## src/rtl/icache_fetch_controller.sv

```systemverilog
// Fetch-side sequencer for the 2-way instruction cache: one PC at a time,
// lookup, miss fill from instruction memory, flush/timeout handling and stats.
module icache_fetch_controller #(
  parameter int TIMEOUT_CYCLES = 255,
  parameter int STAT_WIDTH     = 16
) (
  input  logic                  clk,
  input  logic                  reset,
  input  logic                  core_req_valid,
  output logic                  core_req_ready,
  input  logic [31:0]           core_pc,
  output logic                  core_resp_valid,
  input  logic                  core_resp_ready,
  output logic [31:0]           core_resp_instr,
  output logic                  core_resp_error,
  input  logic                  flush,
  output logic [9:0]            cache_address,
  output logic                  cache_update_enable,
  output logic [31:0]           cache_im_data,
  input  logic                  cache_hit,
  input  logic [31:0]           cache_data,
  output logic                  mem_req_valid,
  input  logic                  mem_req_ready,
  output logic [31:0]           mem_req_addr,
  input  logic                  mem_resp_valid,
  input  logic [31:0]           mem_resp_data,
  output logic [STAT_WIDTH-1:0] stat_hits,
  output logic [STAT_WIDTH-1:0] stat_misses
);

  // Handshakes: a transfer happens on a rising edge where valid and ready are
  // both 1; the source keeps valid and payload unchanged until that edge.
  typedef enum logic [2:0] {
    IDLE, LOOKUP, HIT_DATA, MEM_REQ, MEM_WAIT, FILL, RESP
  } state_t;

  state_t                  state, state_next;
  logic [31:2]             pc_q, pc_next;
  logic [31:0]             instr_q, instr_next;
  logic                    error_q, error_next;
  logic                    drop_q, drop_next;
  logic [7:0]              tcnt_q, tcnt_next;
  logic [STAT_WIDTH-1:0]   hits_q, hits_next;
  logic [STAT_WIDTH-1:0]   misses_q, misses_next;
  logic                    timed_out;

  assign timed_out = (tcnt_q == 8'(TIMEOUT_CYCLES - 1));

  always_ff @(posedge clk or posedge reset) begin
    if (reset) begin
      state    <= IDLE;
      pc_q     <= '0;
      instr_q  <= '0;
      error_q  <= 1'b0;
      drop_q   <= 1'b0;
      tcnt_q   <= '0;
      hits_q   <= '0;
      misses_q <= '0;
    end else begin
      state    <= state_next;
      pc_q     <= pc_next;
      instr_q  <= instr_next;
      error_q  <= error_next;
      drop_q   <= drop_next;
      tcnt_q   <= tcnt_next;
      hits_q   <= hits_next;
      misses_q <= misses_next;
    end
  end

  always_comb begin
    state_next          = state;
    pc_next             = pc_q;
    instr_next          = instr_q;
    error_next          = error_q;
    drop_next           = drop_q;
    tcnt_next           = tcnt_q;
    hits_next           = hits_q;
    misses_next         = misses_q;
    core_req_ready      = 1'b0;
    core_resp_valid     = 1'b0;
    mem_req_valid       = 1'b0;
    cache_update_enable = 1'b0;
    case (state)
      IDLE: begin
        core_req_ready = 1'b1;
        if (core_req_valid && !flush) begin
          pc_next = core_pc[31:2];
          if (core_pc[1:0] != 2'b00) begin
            state_next = RESP;
            error_next = 1'b1;
            instr_next = '0;
          end else begin
            state_next = LOOKUP;
            error_next = 1'b0;
          end
        end
      end
      LOOKUP: begin
        if (flush) begin
          state_next = IDLE;
        end else if (cache_hit) begin
          hits_next  = (&hits_q) ? hits_q : hits_q + STAT_WIDTH'(1);
          state_next = HIT_DATA;
        end else begin
          misses_next = (&misses_q) ? misses_q : misses_q + STAT_WIDTH'(1);
          tcnt_next   = '0;
          state_next  = MEM_REQ;
        end
      end
      HIT_DATA: begin
        if (flush) begin
          state_next = IDLE;
        end else begin
          instr_next = cache_data;
          error_next = 1'b0;
          state_next = RESP;
        end
      end
      MEM_REQ: begin
        mem_req_valid = 1'b1;
        tcnt_next     = tcnt_q + 8'd1;
        if (flush) drop_next = 1'b1;
        if (mem_req_ready) begin
          state_next = MEM_WAIT;
        end else if (timed_out) begin
          if (drop_next) begin
            state_next = IDLE;
          end else begin
            state_next = RESP;
            error_next = 1'b1;
            instr_next = '0;
          end
        end
      end
      MEM_WAIT: begin
        tcnt_next = tcnt_q + 8'd1;
        if (flush) drop_next = 1'b1;
        if (mem_resp_valid) begin
          instr_next = mem_resp_data;
          state_next = FILL;
        end else if (timed_out) begin
          if (drop_next) begin
            state_next = IDLE;
          end else begin
            state_next = RESP;
            error_next = 1'b1;
            instr_next = '0;
          end
        end
      end
      FILL: begin
        // The filled word itself is the response; no second lookup.
        cache_update_enable = 1'b1;
        error_next          = 1'b0;
        state_next          = (drop_q || flush) ? IDLE : RESP;
      end
      RESP: begin
        core_resp_valid = 1'b1;
        if (core_resp_ready || flush) state_next = IDLE;
      end
      default: state_next = IDLE;
    endcase
    if (state_next == IDLE) drop_next = 1'b0;
  end

  assign core_resp_instr = instr_q;
  assign core_resp_error = error_q;
  assign cache_address   = pc_q[11:2];
  assign cache_im_data   = instr_q;
  assign mem_req_addr    = {pc_q, 2'b00};
  assign stat_hits       = hits_q;
  assign stat_misses     = misses_q;

endmodule

```

## config.mk

```make
export PLATFORM = sky130hd
export DESIGN_NAME = icache_fetch_controller
export DESIGN_NICKNAME = d
export VERILOG_FILES = /design/src/rtl/icache_fetch_controller.sv
export SDC_FILE = /design/constraint.sdc
export NUM_CORES = 1
export LEC_CHECK = 0
export BUFFER_PORTS_ARGS = -buffer_cell sky130_fd_sc_hd__buf_2
export CELL_PAD_IN_SITES_DETAIL_PLACEMENT = 0
export CELL_PAD_IN_SITES_GLOBAL_PLACEMENT = 1
export CORE_ASPECT_RATIO = 0.75
export CORE_MARGIN = 4
export CORE_UTILIZATION = 30
export DETAILED_ROUTE_END_ITERATION = 10
export GPL_ROUTABILITY_DRIVEN = 0
export GPL_TIMING_DRIVEN = 0
export PLACE_DENSITY_LB_ADDON = 0.1
export SETUP_SLACK_MARGIN = 0.2
export SKIP_CTS_REPAIR_TIMING = 1
export SLEW_MARGIN = 10
export SYNTH_ARGS = -nofsm -noshare
export SYNTH_HDL_FRONTEND = slang
export SYNTH_SLANG_ARGS = --single-unit
```

## constraint.sdc

```tcl
create_clock -name clk -period 4.75 [get_ports clk]
set_input_delay 0.475 -clock clk [delete_from_list [all_inputs] [get_ports clk]]
set_output_delay 0.475 -clock clk [all_outputs]
set_load 0.05 [all_outputs]
```

==> results by group, run 1 <==
Status
  • Outcome: complete, no violations

Pwr
  • Power Internal: 2.29 mW
  • Switching power as a share of total power: 49.6%
  • VDD IR max: 0.000390 V
  • Fraction of power consumed by sequential logic: 29.2%
  • Overall power of the completed layout: 4.54 mW
  • Comb power frac: 54.6%
  • Total power density per cell area: 613 nW/um^2
  • Relative contribution of the clock network to total power: 16.2%
  • Leakage component of the power: 4.04 nW
  • Sw power: 2.25 mW

Clock tree
  • Clock tree from TritonCTS: done
  • Clock Sink Count: 107
  • Clock H-tree levels: 3
  • Clock latency reported for the late side of the worst-skew pair: 0.35 ns
  • Longest Clk Path Bufs: 2
  • Clock transition at path regs: 0.07 ns
  • Clock root buffer master: sky130_fd_sc_hd__clkbuf_16
  • Clock buffers created by TritonCTS: 9

Die
  • Die ar.: 20800 um^2
  • Die X-Extent: 165 um
  • Core Rows: 42
  • Starting utilization of the core area: 31.0%
  • Number of ports placed on the die boundary: 247
  • DIE HEIGHT: 126 um
  • Placeable Area: 17900 um^2

STA
  • Number of setup violations in the final report: 0
  • Highest achievable clock rate: 0.428 GHz
  • Fraction of the cycle the final worst path needs: 49.2%
  • Worst-Margin Slew: 0.863 ns
  • Final number of max-transition violations: 0
  • Fin. Hold Viols: 0
  • Relative slew slack: 42.4%
  • Post-route minimum period: 2.34 ns
  • Setup repair after global routing missed its margin: false
  • Final worst setup slack: 2.41 ns
  • Aggregate negative setup slack: 0 ns
  • Final setup skew: 0.00620 ns

Layout
  • Area growth from synthesis to final layout: 33.2%
  • Nets: 913
  • Ant. Diodes: 0
  • Proportion of layout cells with a drive suffix above 1: 44.2%
  • Cell area after layout: 7390 um^2
  • Count of placed standard cells in the final layout, fillers left out: 1052

GRT
  • Overall overflow remaining after global route: 0
  • Via count of the first global-routing pass: 4721
  • Maximum number of pins on one net before global-route repair: 70
  • Combined global-route utilization of all metal layers: 14.8%
  • Initial antenna violation count: 0
  • Global-route wire length before repair: 24800 um

Detailed routing
  • Number of vias per cell after detailed routing: 4.58
  • Final wirelength: 16000 um
  • Antenna-violating nets left: 0
  • Count of routing violations after the opening detailed-route iteration: 206
  • Remaining DRCs: 0
  • Total number of vias: 4814
  • Detail-routed net length per standard cell: 15.2 um
  • Pre-antenna DRT Iters: 4

Critical path
  • First element of the critical path: state[1]
  • Endpoint arrival time on the critical path: 2.62 ns
  • Cell depth of the worst flop-to-flop path: 6
  • Origin of the critical flop-to-flop path: state[1]
  • Capture point of the critical path: pc_q[10]
  • Terminus of the critical flop-to-flop path: pc_q[10]
  • Largest fanout on the critical path: 10
  • Sort of element at the end of the critical path: flop
  • Reg2reg setup slack: 2.41 ns
  • Worst Path Required: 5.03 ns
  • Classification of the worst setup path: reg -> reg
  • Startpoint Class: flop

Logic synthesis
  • Top cells by instance count after synthesis: sky130_fd_sc_hd__dfrtp_1, sky130_fd_sc_hd__nand2_1, sky130_fd_sc_hd__buf_4
  • Area contributors post-synth: sky130_fd_sc_hd__dfrtp_1, sky130_fd_sc_hd__nand2_1, sky130_fd_sc_hd__mux2_2, sky130_fd_sc_hd__buf_4, sky130_fd_sc_hd__a22o_1
  • Gate Count Post-Synth: 549
  • Mean instance size in the synthesized netlist: 10.1 um^2
  • Post-synth ARST share: 100%
  • Combined area of all synthesized cells: 5550 um^2
  • Post-synthesis cell type count: 59
  • Leading register cell type out of synthesis: sky130_fd_sc_hd__dfrtp_1
  • Synth Register Bits: 107
  • Portion of the post-synthesis area used by sequential elements: 48.2%
  • Library cell occupying the most area in the post-synthesis netlist: sky130_fd_sc_hd__dfrtp_1
  • Warnings, synthesis: 0
  • Number of synthesized flops with an enable pin: 0
  • Share of the synthesized area in the top cell type: 48.2%
  • Cell with the most instances after synthesis: sky130_fd_sc_hd__dfrtp_1

Place
  • Setup slack at placement: 2.19 ns
  • IO buf count: 243
  • Half-perimeter wire length of the detailed placement result: 12300 um
  • Placed instance count: 1036
  • Post-DP Area: 7110 um^2

Min path
  • Hold crit path type: in -> async

Flow run
  • MaxCap Viol Count: 0
-- registers in the layout (all words and copies together), names as in the netlist --
name	flops
cache_im_data	32
core_resp_error	1
drop_q	1
pc_q	30
stat_hits	16
stat_misses	16
state	3
tcnt_q	8
-- layout make-up --
type | instances | area [um^2]
Timing Repair Buffer | 244 | 1240
Fill cell | 1828 | 10500
Buffer | 72 | 449
Sequential cell | 107 | 2680
Tap cell | 242 | 303
Clock buffer | 12 | 256
Multi-Input combinational cell | 355 | 2370
Inverter | 16 | 65.1
Clock inverter | 4 | 32.5
-- cell families after synthesis --
| kind of cell | share of synthesized area (%) |
|---|---|
| other | 0.0676 |
| AND/OR/NAND/NOR | 18.3 |
| flip-flops | 48.2 |
| AO/OA/AOI/OAI | 11.4 |
| multiplexers | 7.44 |
| XOR/XNOR | 4.42 |
| adder cells (fa/ha/maj) | 0.902 |
| buffers and inverters | 9.17 |
-- power groups by stage --
| stage | sequential (mW) | clock [mW] | combinational [mW] |
|---|---|---|---|
| 6_report | 1.32 | 0.735 | 2.48 |
| 5_1_grt | 1.36 | 0.807 | 2.65 |
| 4_1_cts | 1.33 | 0.771 | 2.50 |
| 3_5_place_dp | 1.34 | 0 | 2.50 |
| 3_3_place_gp | 1.33 | 0 | 2.49 |
| 2_1_floorplan | 2.00 | 0 | 1.26 |
-- cells in the final DEF (no fill, tap or decap), types with 4 or more instances in the layout --
cell type                   netlist  final
sky130_fd_sc_hd__xor2_1          19     19
sky130_fd_sc_hd__nor4b_1          5      5
sky130_fd_sc_hd__or2_2            5      5
sky130_fd_sc_hd__nand3_1         11     11
sky130_fd_sc_hd__o21ai_0         10     10
sky130_fd_sc_hd__ha_1             4      4
sky130_fd_sc_hd__and3_1           5      5
sky130_fd_sc_hd__a21oi_1         14     14
sky130_fd_sc_hd__a31oi_1          4      4
sky130_fd_sc_hd__dfrtp_1        107    107
sky130_fd_sc_hd__nand4_1          8      8
sky130_fd_sc_hd__nor2_1          17     17
sky130_fd_sc_hd__clkbuf_1        20     21
sky130_fd_sc_hd__o211ai_1         5      5
sky130_fd_sc_hd__clkbuf_16        0      9
sky130_fd_sc_hd__inv_1           16     15
sky130_fd_sc_hd__nand2_1        104    104
sky130_fd_sc_hd__xnor2_1          9      9
sky130_fd_sc_hd__nor3_1          10     10
sky130_fd_sc_hd__mux2_2          33     33
sky130_fd_sc_hd__buf_4           44     44
sky130_fd_sc_hd__a22o_1          32     32
sky130_fd_sc_hd__buf_2            5    248
-- how the worst min path moves through the flow --
stage / startpoint / slack, ns / end / depth (start not counted)
2_1_floorplan: tcnt_q[5] / 0.49 / tcnt_q[5] / 1
3_3_place_gp: pc_q[26] / 0.45 / pc_q[26] / 2
3_5_place_dp: pc_q[26] / 0.46 / pc_q[26] / 2
4_1_cts: reset / 0.12 / cache_im_data[15] / 2
5_1_grt: reset / 0.14 / cache_im_data[15] / 2
6_report: reset / 0.12 / cache_im_data[15] / 2
-- metal layers --
layer,track usage (%),wire [um],vias to the layer above
met2,22.9,7190,168
met4,2.84,161,0
met1,19.7,7070,2258
met5,0,0,-
met3,6.07,1580,10
li1,-,-,2378
-- through the flow --
step	utilization, %	hold slack (ns)
after CTS	41.3	0.119
final	41.3	0.120
after detailed placement	39.7	0.460
after global routing	41.3	0.136
after global placement	39.5	0.454
after floorplan	-	0.485
-- critical path, cell delays in order (launching register included) --
cell and delay (ns):
sky130_fd_sc_hd__dfrtp_1 0.36, sky130_fd_sc_hd__buf_2 0.17, sky130_fd_sc_hd__or3_1 0.40, sky130_fd_sc_hd__nor3b_1 0.74, sky130_fd_sc_hd__clkbuf_1 0.41, sky130_fd_sc_hd__nand2_1 0.11
sky130_fd_sc_hd__nand2_1 0.07
No activity file was read; power rests on OpenSTA's default activity.
==> inputs of run 2 (changes only) <==
--- a/config.mk
+++ b/config.mk
@@ -5,6 +5,7 @@
 export SDC_FILE = /design/constraint.sdc
 export NUM_CORES = 1
 export LEC_CHECK = 0
+export ABC_AREA = 1
 export BUFFER_PORTS_ARGS = -buffer_cell sky130_fd_sc_hd__buf_2
 export CELL_PAD_IN_SITES_DETAIL_PLACEMENT = 0
 export CELL_PAD_IN_SITES_GLOBAL_PLACEMENT = 1
==> constraint.sdc (replaced) <==
create_clock -name clk -period 2.4 [get_ports clk]
set_input_delay 0.24 -clock clk [delete_from_list [all_inputs] [get_ports clk]]
set_output_delay 0.24 -clock clk [all_outputs]
set_load 0.05 [all_outputs]
==> run 2 against run 1 <==
First-iteration DRC count up 46%. Largest cell class unchanged. Clock-buffer cell count down 3. Sequential power up 130%. Critical path depth up 3. Final cell count up 25%. Highest routed layer is now met5. Utilization down 0.77 points. Clock power up 100%.
==> results by group, run 2 <==
Die
  • Placeable Area: 19500 um^2 (was 17900 um^2)
  • Starting utilization of the core area: 30.8% (was 31.0%)
  • DIE HEIGHT: 130 um (was 126 um)
  • Die ar.: 22300 um^2 (was 20800 um^2)
  • Core Rows: 44 (was 42)
  • Number of ports placed on the die boundary: 247 (unchanged)
  • Die X-Extent: 171 um (was 165 um)

Clock tree
  • Clock Sink Count: 107 (unchanged)
  • Clock latency reported for the late side of the worst-skew pair: 0.36 ns (was 0.35 ns)
  • Clock transition at path regs: 0.08 ns (was 0.07 ns)
  • Clock root buffer master: sky130_fd_sc_hd__clkbuf_16 (unchanged)
  • Longest Clk Path Bufs: 2 (unchanged)
  • Clock H-tree levels: 3 (unchanged)
  • Clock buffers created by TritonCTS: 9 (unchanged)
  • Clock tree from TritonCTS: done (unchanged)

Logic synthesis
  • Area contributors post-synth: sky130_fd_sc_hd__dfrtp_1, sky130_fd_sc_hd__nand2_1, sky130_fd_sc_hd__buf_4, sky130_fd_sc_hd__nand3_1, sky130_fd_sc_hd__o21ai_0 (was sky130_fd_sc_hd__dfrtp_1, sky130_fd_sc_hd__nand2_1, sky130_fd_sc_hd__mux2_2, sky130_fd_sc_hd__buf_4, sky130_fd_sc_hd__a22o_1)
  • Mean instance size in the synthesized netlist: 7.52 um^2 (was 10.1 um^2)
  • Number of synthesized flops with an enable pin: 0 (unchanged)
  • Synth Register Bits: 107 (unchanged)
  • Post-synth ARST share: 100% (unchanged)
  • Post-synthesis cell type count: 32 (was 59)
  • Leading register cell type out of synthesis: sky130_fd_sc_hd__dfrtp_1 (unchanged)
  • Top cells by instance count after synthesis: sky130_fd_sc_hd__nand2_1, sky130_fd_sc_hd__dfrtp_1, sky130_fd_sc_hd__nand3_1 (was sky130_fd_sc_hd__dfrtp_1, sky130_fd_sc_hd__nand2_1, sky130_fd_sc_hd__buf_4)
  • Share of the synthesized area in the top cell type: 44.7% (was 48.2%)
  • Warnings, synthesis: 0 (unchanged)
  • Combined area of all synthesized cells: 5990 um^2 (was 5550 um^2)
  • Portion of the post-synthesis area used by sequential elements: 44.7% (was 48.2%)
  • Library cell occupying the most area in the post-synthesis netlist: sky130_fd_sc_hd__dfrtp_1 (unchanged)
  • Cell with the most instances after synthesis: sky130_fd_sc_hd__nand2_1 (was sky130_fd_sc_hd__dfrtp_1)
  • Gate Count Post-Synth: 797 (was 549)

Layout
  • Nets: 1164 (was 913)
  • Area growth from synthesis to final layout: 31.6% (was 33.2%)
  • Post-route core utilization: 40.5% (was 41.3%)
  • Max FFs per register: 32 (unchanged)
  • Most common cell after layout, fill and taps aside: sky130_fd_sc_hd__nand2_1 (was sky130_fd_sc_hd__buf_2)
  • Count of placed standard cells in the final layout, fillers left out: 1315 (was 1052)
  • Highest-count cells in the layout ignoring fill and taps: sky130_fd_sc_hd__nand2_1, sky130_fd_sc_hd__buf_2, sky130_fd_sc_hd__dfrtp_1 (was sky130_fd_sc_hd__buf_2, sky130_fd_sc_hd__dfrtp_1, sky130_fd_sc_hd__nand2_1)
  • Cell area after layout: 7890 um^2 (was 7390 um^2)
  • Fill cells: 2099 (was 1828)
  • Proportion of layout cells with a drive suffix above 1: 33.2% (was 44.2%)

Flow run
  • MaxCap Viol Count: 0 (unchanged)

Place
  • Post-DP Area: 7590 um^2 (was 7110 um^2)
  • Half-perimeter wire length of the detailed placement result: 14200 um (was 12300 um)
  • Placed instance count: 1297 (was 1036)
  • IO buf count: 243 (unchanged)
  • Setup slack at placement: 0.436 ns (was 2.19 ns)

Critical path
  • Cell seen most often among critical-path stages: sky130_fd_sc_hd__nand3_1 (was sky130_fd_sc_hd__nand2_1)
  • Longest individual stage delay on the worst path: 0.43 ns (was 0.74 ns)
  • Cell at the slowest stage of the critical path: sky130_fd_sc_hd__dfrtp_1 (was sky130_fd_sc_hd__nor3b_1)
  • Worst Path Required: 2.64 ns (was 5.03 ns)
  • First element of the critical path: stat_hits[0] (was state[1])
  • Classification of the worst setup path: reg -> reg (unchanged)
  • Largest fanout on the critical path: 10 (unchanged)
  • Sort of element at the end of the critical path: flop (unchanged)
  • Origin of the critical flop-to-flop path: stat_hits[0] (was state[1])
  • Endpoint arrival time on the critical path: 2.19 ns (was 2.62 ns)
  • Startpoint Class: flop (unchanged)
  • Worst path cell trace: ha_1, nand3_1, nor3_2, nand3_1, nand3_2, inv_2, buf_4, nand3_1, nand2_1 (was buf_2, or3_1, nor3b_1, clkbuf_1, nand2_1, nand2_1)

STA
  • Setup repair after global routing missed its margin: false (unchanged)
  • Final hold slack: 0.0715 ns (was 0.120 ns)
  • Fin. Hold Viols: 0 (unchanged)
  • Relative slew slack: 63.9% (was 42.4%)
  • Worst-Margin Slew: 0.540 ns (was 0.863 ns)
  • Final worst setup slack: 0.449 ns (was 2.41 ns)
  • Highest achievable clock rate: 0.512 GHz (was 0.428 GHz)
  • Fraction of the cycle the final worst path needs: 81.3% (was 49.2%)
  • Final setup skew: 0.0101 ns (was 0.00620 ns)
  • Number of setup violations in the final report: 0 (unchanged)
  • Final number of max-transition violations: 0 (unchanged)
  • Aggregate negative setup slack: 0 ns (unchanged)
  • Post-route minimum period: 1.95 ns (was 2.34 ns)

GRT
  • Combined global-route utilization of all metal layers: 15.9% (was 14.8%)
  • Overall overflow remaining after global route: 0 (unchanged)
  • Maximum number of pins on one net before global-route repair: 34 (was 70)
  • Via count of the first global-routing pass: 5348 (was 4721)
  • Initial antenna violation count: 2 (was 0)
  • Global-route wire length before repair: 28300 um (was 24800 um)

Detailed routing
  • Count of routing violations after the opening detailed-route iteration: 300 (was 206)
  • Number of vias per cell after detailed routing: 4.36 (was 4.58)
  • Pre-antenna DRT Iters: 4 (unchanged)
  • Final wirelength: 18200 um (was 16000 um)
  • Total number of vias: 5732 (was 4814)
  • Detail-routed net length per standard cell: 13.8 um (was 15.2 um)
  • Remaining DRCs: 0 (unchanged)
  • Antenna-violating nets left: 0 (unchanged)

Pwr
  • Leakage component of the power: 4.46 nW (was 4.04 nW)
  • VDD IR max: 0.000733 V (was 0.000390 V)
  • Relative contribution of the clock network to total power: 12.6% (was 16.2%)
  • Fraction of power consumed by sequential logic: 26.1% (was 29.2%)
  • Comb power frac: 61.3% (was 54.6%)
  • Power Internal: 5.03 mW (was 2.29 mW)
  • Sw power: 6.62 mW (was 2.25 mW)
  • Switching power as a share of total power: 56.8% (was 49.6%)
  • Overall power of the completed layout: 11.7 mW (was 4.54 mW)
  • Total power density per cell area: 1480 nW/um^2 (was 613 nW/um^2)

Min path
  • Hold crit path type: in -> reg (was in -> async)
  • Worst hold path startpoint: core_pc[19]

Status
  • Outcome: complete, no violations (unchanged)
## run 2: changes by cell type after synthesis, moves of 10 or more
cell	delta
sky130_fd_sc_hd__a21oi_1	-10
sky130_fd_sc_hd__a22o_1	-32
sky130_fd_sc_hd__clkbuf_1	-10
sky130_fd_sc_hd__inv_1	+22
sky130_fd_sc_hd__mux2_2	-33
sky130_fd_sc_hd__nand2_1	+235
sky130_fd_sc_hd__nand3_1	+49
sky130_fd_sc_hd__nor2_1	+25
sky130_fd_sc_hd__o21ai_0	+39
## run 2: final timing paths
check / end / slack, ns / cells after the start
max reg2reg: stat_hits[7] / 0.45 / 9
min: pc_q[19] / 0.07 / 3
max: stat_hits[7] / 0.45 / 9
max in group asynchronous: cache_im_data[13] / 1.16 / 5
min in group asynchronous: pc_q[19] / 0.46 / 3
min reg2reg: pc_q[12] / 0.47 / 2
## run 2: critical path, delay by kind of cell (launching register included)
kind	cells	cell delay (ns)
adder cells (fa/ha/maj)	1	0.29
buffers and inverters	2	0.28
flip-flops	1	0.43
AND/OR/NAND/NOR	6	0.83
## run 2: kinds of logic after synthesis
logic type,Yosys count,synth area share (%)
flip-flops,107,44.7
adder cells (fa/ha/maj),4,0.835
AO/OA/AOI/OAI,67,6.18
other,1,0.0626
AND/OR/NAND/NOR,475,33.4
buffers and inverters,117,11.1
XOR/XNOR,26,3.80
## run 2: cell type report
type	count	area, um^2	area share (%)
clock inverter	7	58.8	0.745
sequential	107	2680	33.9
timing repair buffer	247	1290	16.3
inverter	43	165	2.09
multi-input combinational	574	2660	33.7
tap	253	317	4.01
clock buffer	9	225	2.85
buffer	74	502	6.36
antenna	1	2.50	0.0317
## run 2: layer usage
| metal | wire length [um] | global-route usage, % |
|---|---|---|
| met2 | 7500 | 22.8 |
| met3 | 1520 | 5.26 |
| met5 | 14 | 0 |
| met4 | 169 | 3.35 |
| met1 | 9010 | 23.3 |
## run 2: power by group through the flow
stage / clock network, mW / logic [mW] / registers, mW
after floorplan: 0 / 3.51 / 5.05
after CTS: 1.54 / 7.22 / 3.05
after global routing: 1.60 / 7.69 / 3.15
final: 1.47 / 7.14 / 3.04
after global placement: 0 / 7.22 / 3.08
after detailed placement: 0 / 7.21 / 3.07
==> inputs of run 3 (changes only) <==
==> constraint.sdc (replaced) <==
create_clock -name clk -period 1.6 [get_ports clk]
set_input_delay 0.16 -clock clk [delete_from_list [all_inputs] [get_ports clk]]
set_output_delay 0.16 -clock clk [all_outputs]
set_load 0.05 [all_outputs]
==> run 3 against run 2 <==
The run now ends with negative hold slack, negative setup slack left. Critical path depth grew 2. Sequential power increased by 53%. Die area did not move. Via count increased by 4.8%. Cell area grew 13%. Global-route usage rose by 0.82 points. Clock skew down 0.0046 ns. Sequential cell count did not move. Maximum frequency increased by 13%.
==> results by group, run 3 (synthesis results as in run 2) <==
Status
  • Outcome: finished with violations (was complete, no violations)
  • Failing checks: negative hold slack, negative setup slack

Critical path
  • Classification of the worst setup path: reg -> reg (unchanged)
  • Worst path cell trace: inv_2, ha_4, nand2_4, nor2_4, nand3_4, a21oi_4, buf_12, nand2_8, clkbuf_16, nand2_4, nand2_2 (was ha_1, nand3_1, nor3_2, nand3_1, nand3_2, inv_2, buf_4, nand3_1, nand2_1)
  • Largest fanout on the critical path: 8 (was 10)
  • Path length in cells of the critical path: 11 (was 9)
  • Longest individual stage delay on the worst path: 0.41 ns (was 0.43 ns)
  • Worst Path Required: 1.85 ns (was 2.64 ns)
  • Crit path buffers/inverters: 3 (was 2)
  • Cell depth of the worst flop-to-flop path: 11 (was 9)
  • Cell at the slowest stage of the critical path: sky130_fd_sc_hd__dfrtp_1 (unchanged)
  • Largest delay contributor family on the critical path: simple AND/OR/NAND/NOR gates (unchanged)
  • Sort of element at the end of the critical path: flop (unchanged)
  • Startpoint Class: flop (unchanged)
  • Endpoint arrival time on the critical path: 1.98 ns (was 2.19 ns)
  • Cell seen most often among critical-path stages: sky130_fd_sc_hd__nand2_4 (was sky130_fd_sc_hd__nand3_1)

STA
  • Highest achievable clock rate: 0.577 GHz (was 0.512 GHz)
  • Final hold slack: -0.0573 ns (was 0.0715 ns)
  • Setup repair after global routing missed its margin: true (was false)
  • Relative slew slack: 47.3% (was 63.9%)
  • Final setup skew: 0.00552 ns (was 0.0101 ns)
  • Number of setup violations in the final report: 42 (was 0)
  • Final worst setup slack: -0.133 ns (was 0.449 ns)
  • Final number of max-transition violations: 0 (unchanged)
  • Fin. Hold Viols: 33 (was 0)
  • Post-route minimum period: 1.73 ns (was 1.95 ns)
  • Fraction of the cycle the final worst path needs: 108% (was 81.3%)
  • Worst-Margin Slew: 0.789 ns (was 0.540 ns)

Die
  • Placeable Area: 19500 um^2 (unchanged)
  • Starting utilization of the core area: 30.8% (unchanged)
  • DIE HEIGHT: 130 um (unchanged)
  • Number of ports placed on the die boundary: 247 (unchanged)
  • Die X-Extent: 171 um (unchanged)
  • Die ar.: 22300 um^2 (unchanged)
  • Core Rows: 44 (unchanged)

GRT
  • Maximum number of pins on one net before global-route repair: 34 (unchanged)
  • Overall overflow remaining after global route: 0 (unchanged)
  • Combined global-route utilization of all metal layers: 16.7% (was 15.9%)
  • Via count of the first global-routing pass: 5520 (was 5348)
  • Global-route wire length before repair: 29900 um (was 28300 um)
  • Initial antenna violation count: 2 (unchanged)

Detailed routing
  • Count of routing violations after the opening detailed-route iteration: 310 (was 300)
  • Number of vias per cell after detailed routing: 4.40 (was 4.36)
  • Remaining DRCs: 0 (unchanged)
  • Final wirelength: 19600 um (was 18200 um)
  • Pre-antenna DRT Iters: 5 (was 4)
  • Antenna-violating nets left: 0 (unchanged)
  • Detail-routed net length per standard cell: 14.4 um (was 13.8 um)
  • Total number of vias: 6010 (was 5732)

Pwr
  • Leakage component of the power: 4.82 nW (was 4.46 nW)
  • Overall power of the completed layout: 19.2 mW (was 11.7 mW)
  • VDD IR max: 0.000880 V (was 0.000733 V)
  • Total power density per cell area: 2160 nW/um^2 (was 1480 nW/um^2)

Place
  • Half-perimeter wire length of the detailed placement result: 14700 um (was 14200 um)
  • IO buf count: 243 (unchanged)

Layout
  • Max FFs per register: 32 (unchanged)
  • Highest-count cells in the layout ignoring fill and taps: sky130_fd_sc_hd__nand2_1, sky130_fd_sc_hd__buf_2, sky130_fd_sc_hd__buf_4 (was sky130_fd_sc_hd__nand2_1, sky130_fd_sc_hd__buf_2, sky130_fd_sc_hd__dfrtp_1)
  • Post-route core utilization: 45.6% (was 40.5%)
  • Nets: 1212 (was 1164)
  • Area growth from synthesis to final layout: 48.2% (was 31.6%)
  • Proportion of layout cells with a drive suffix above 1: 43.6% (was 33.2%)
  • Most common cell after layout, fill and taps aside: sky130_fd_sc_hd__nand2_1 (unchanged)

Min path
  • Hold crit path type: in -> async (was in -> reg)

Clock tree
  • Clock H-tree levels: 3 (unchanged)
  • Clock Sink Count: 107 (unchanged)
  • Clock transition at path regs: 0.07 ns (was 0.08 ns)
  • Clock tree from TritonCTS: done (unchanged)
  • Clock latency reported for the late side of the worst-skew pair: 0.35 ns (was 0.36 ns)
  • Clock buffers created by TritonCTS: 9 (unchanged)
  • Clock root buffer master: sky130_fd_sc_hd__clkbuf_16 (unchanged)
  • Longest Clk Path Bufs: 2 (unchanged)

Flow run
  • MaxCap Viol Count: 0 (unchanged)
[run 3: area by class of cell]
| cell class | count | area (um^2) |
|---|---|---|
| Clock inverter | 7 | 85.1 |
| Timing Repair inverter | 1 | 6.26 |
| Buffer | 74 | 577 |
| Clock buffer | 9 | 225 |
| Multi-Input combinational cell | 574 | 2970 |
| Sequential cell | 107 | 2710 |
| Tap cell | 253 | 317 |
| Antenna cell | 3 | 7.51 |
| Fill cell | 2017 | 10600 |
| Timing Repair Buffer | 294 | 1790 |
| Inverter | 43 | 193 |
[run 3: layer usage]
layer,GRT usage [%],wire length [um],vias to the layer above
met3,3.25,1170,11
met1,23.5,9120,2739
met5,0,0,-
met4,3.49,167,0
met2,27.0,9170,167
li1,-,-,3093
[run 3: worst register-to-register path, cell delays in order (launching register included)]
cell and delay, ns:
sky130_fd_sc_hd__dfrtp_1 0.41, sky130_fd_sc_hd__inv_2 0.08, sky130_fd_sc_hd__ha_4 0.14, sky130_fd_sc_hd__nand2_4 0.04, sky130_fd_sc_hd__nor2_4 0.13, sky130_fd_sc_hd__nand3_4 0.13
sky130_fd_sc_hd__a21oi_4 0.20, sky130_fd_sc_hd__buf_12 0.15, sky130_fd_sc_hd__nand2_8 0.08, sky130_fd_sc_hd__clkbuf_16 0.19, sky130_fd_sc_hd__nand2_4 0.05, sky130_fd_sc_hd__nand2_2 0.04
[run 3: stage by stage]
stage	setup TNS (ns)	area (um^2)	worst slack (ns)	cells	hold slack [ns]
CTS	-13.18	8060	-0.278	1313	-0.0428
detailed placement	-11.97	7750	-0.269	1297	0.345
floorplan	-1.43	6150	-0.0994	798	0.278
global route	-10.28	8880	-0.267	1364	0.000337
global placement	-98.98	7680	-0.948	1294	0.360
finish	-4.01	8880	-0.133	1365	-0.0573
[run 3: report_power, final]
| group | switching (mW) | total (mW) | internal [mW] |
|---|---|---|---|
| combinational | 8.46 | 12.1 | 3.69 |
| sequential | 0.907 | 4.65 | 3.75 |
| clock | 1.11 | 2.36 | 1.25 |
| total | 10.5 | 19.2 | 8.68 |
[run 3: final timing paths]
| kind | start | endpoint | slack [ns] |
|---|---|---|---|
| hold / removal | reset | pc_q[28] | -0.06 |
| hold reg to reg | pc_q[15] | pc_q[15] | 0.47 |
| setup / recovery | tcnt_q[0] | cache_im_data[17] | -0.13 |
| max in group asynchronous | reset | cache_im_data[11] | 0.89 |
| setup reg to reg | tcnt_q[0] | cache_im_data[17] | -0.13 |
| min in group clk | core_pc[12] | pc_q[12] | 0 |
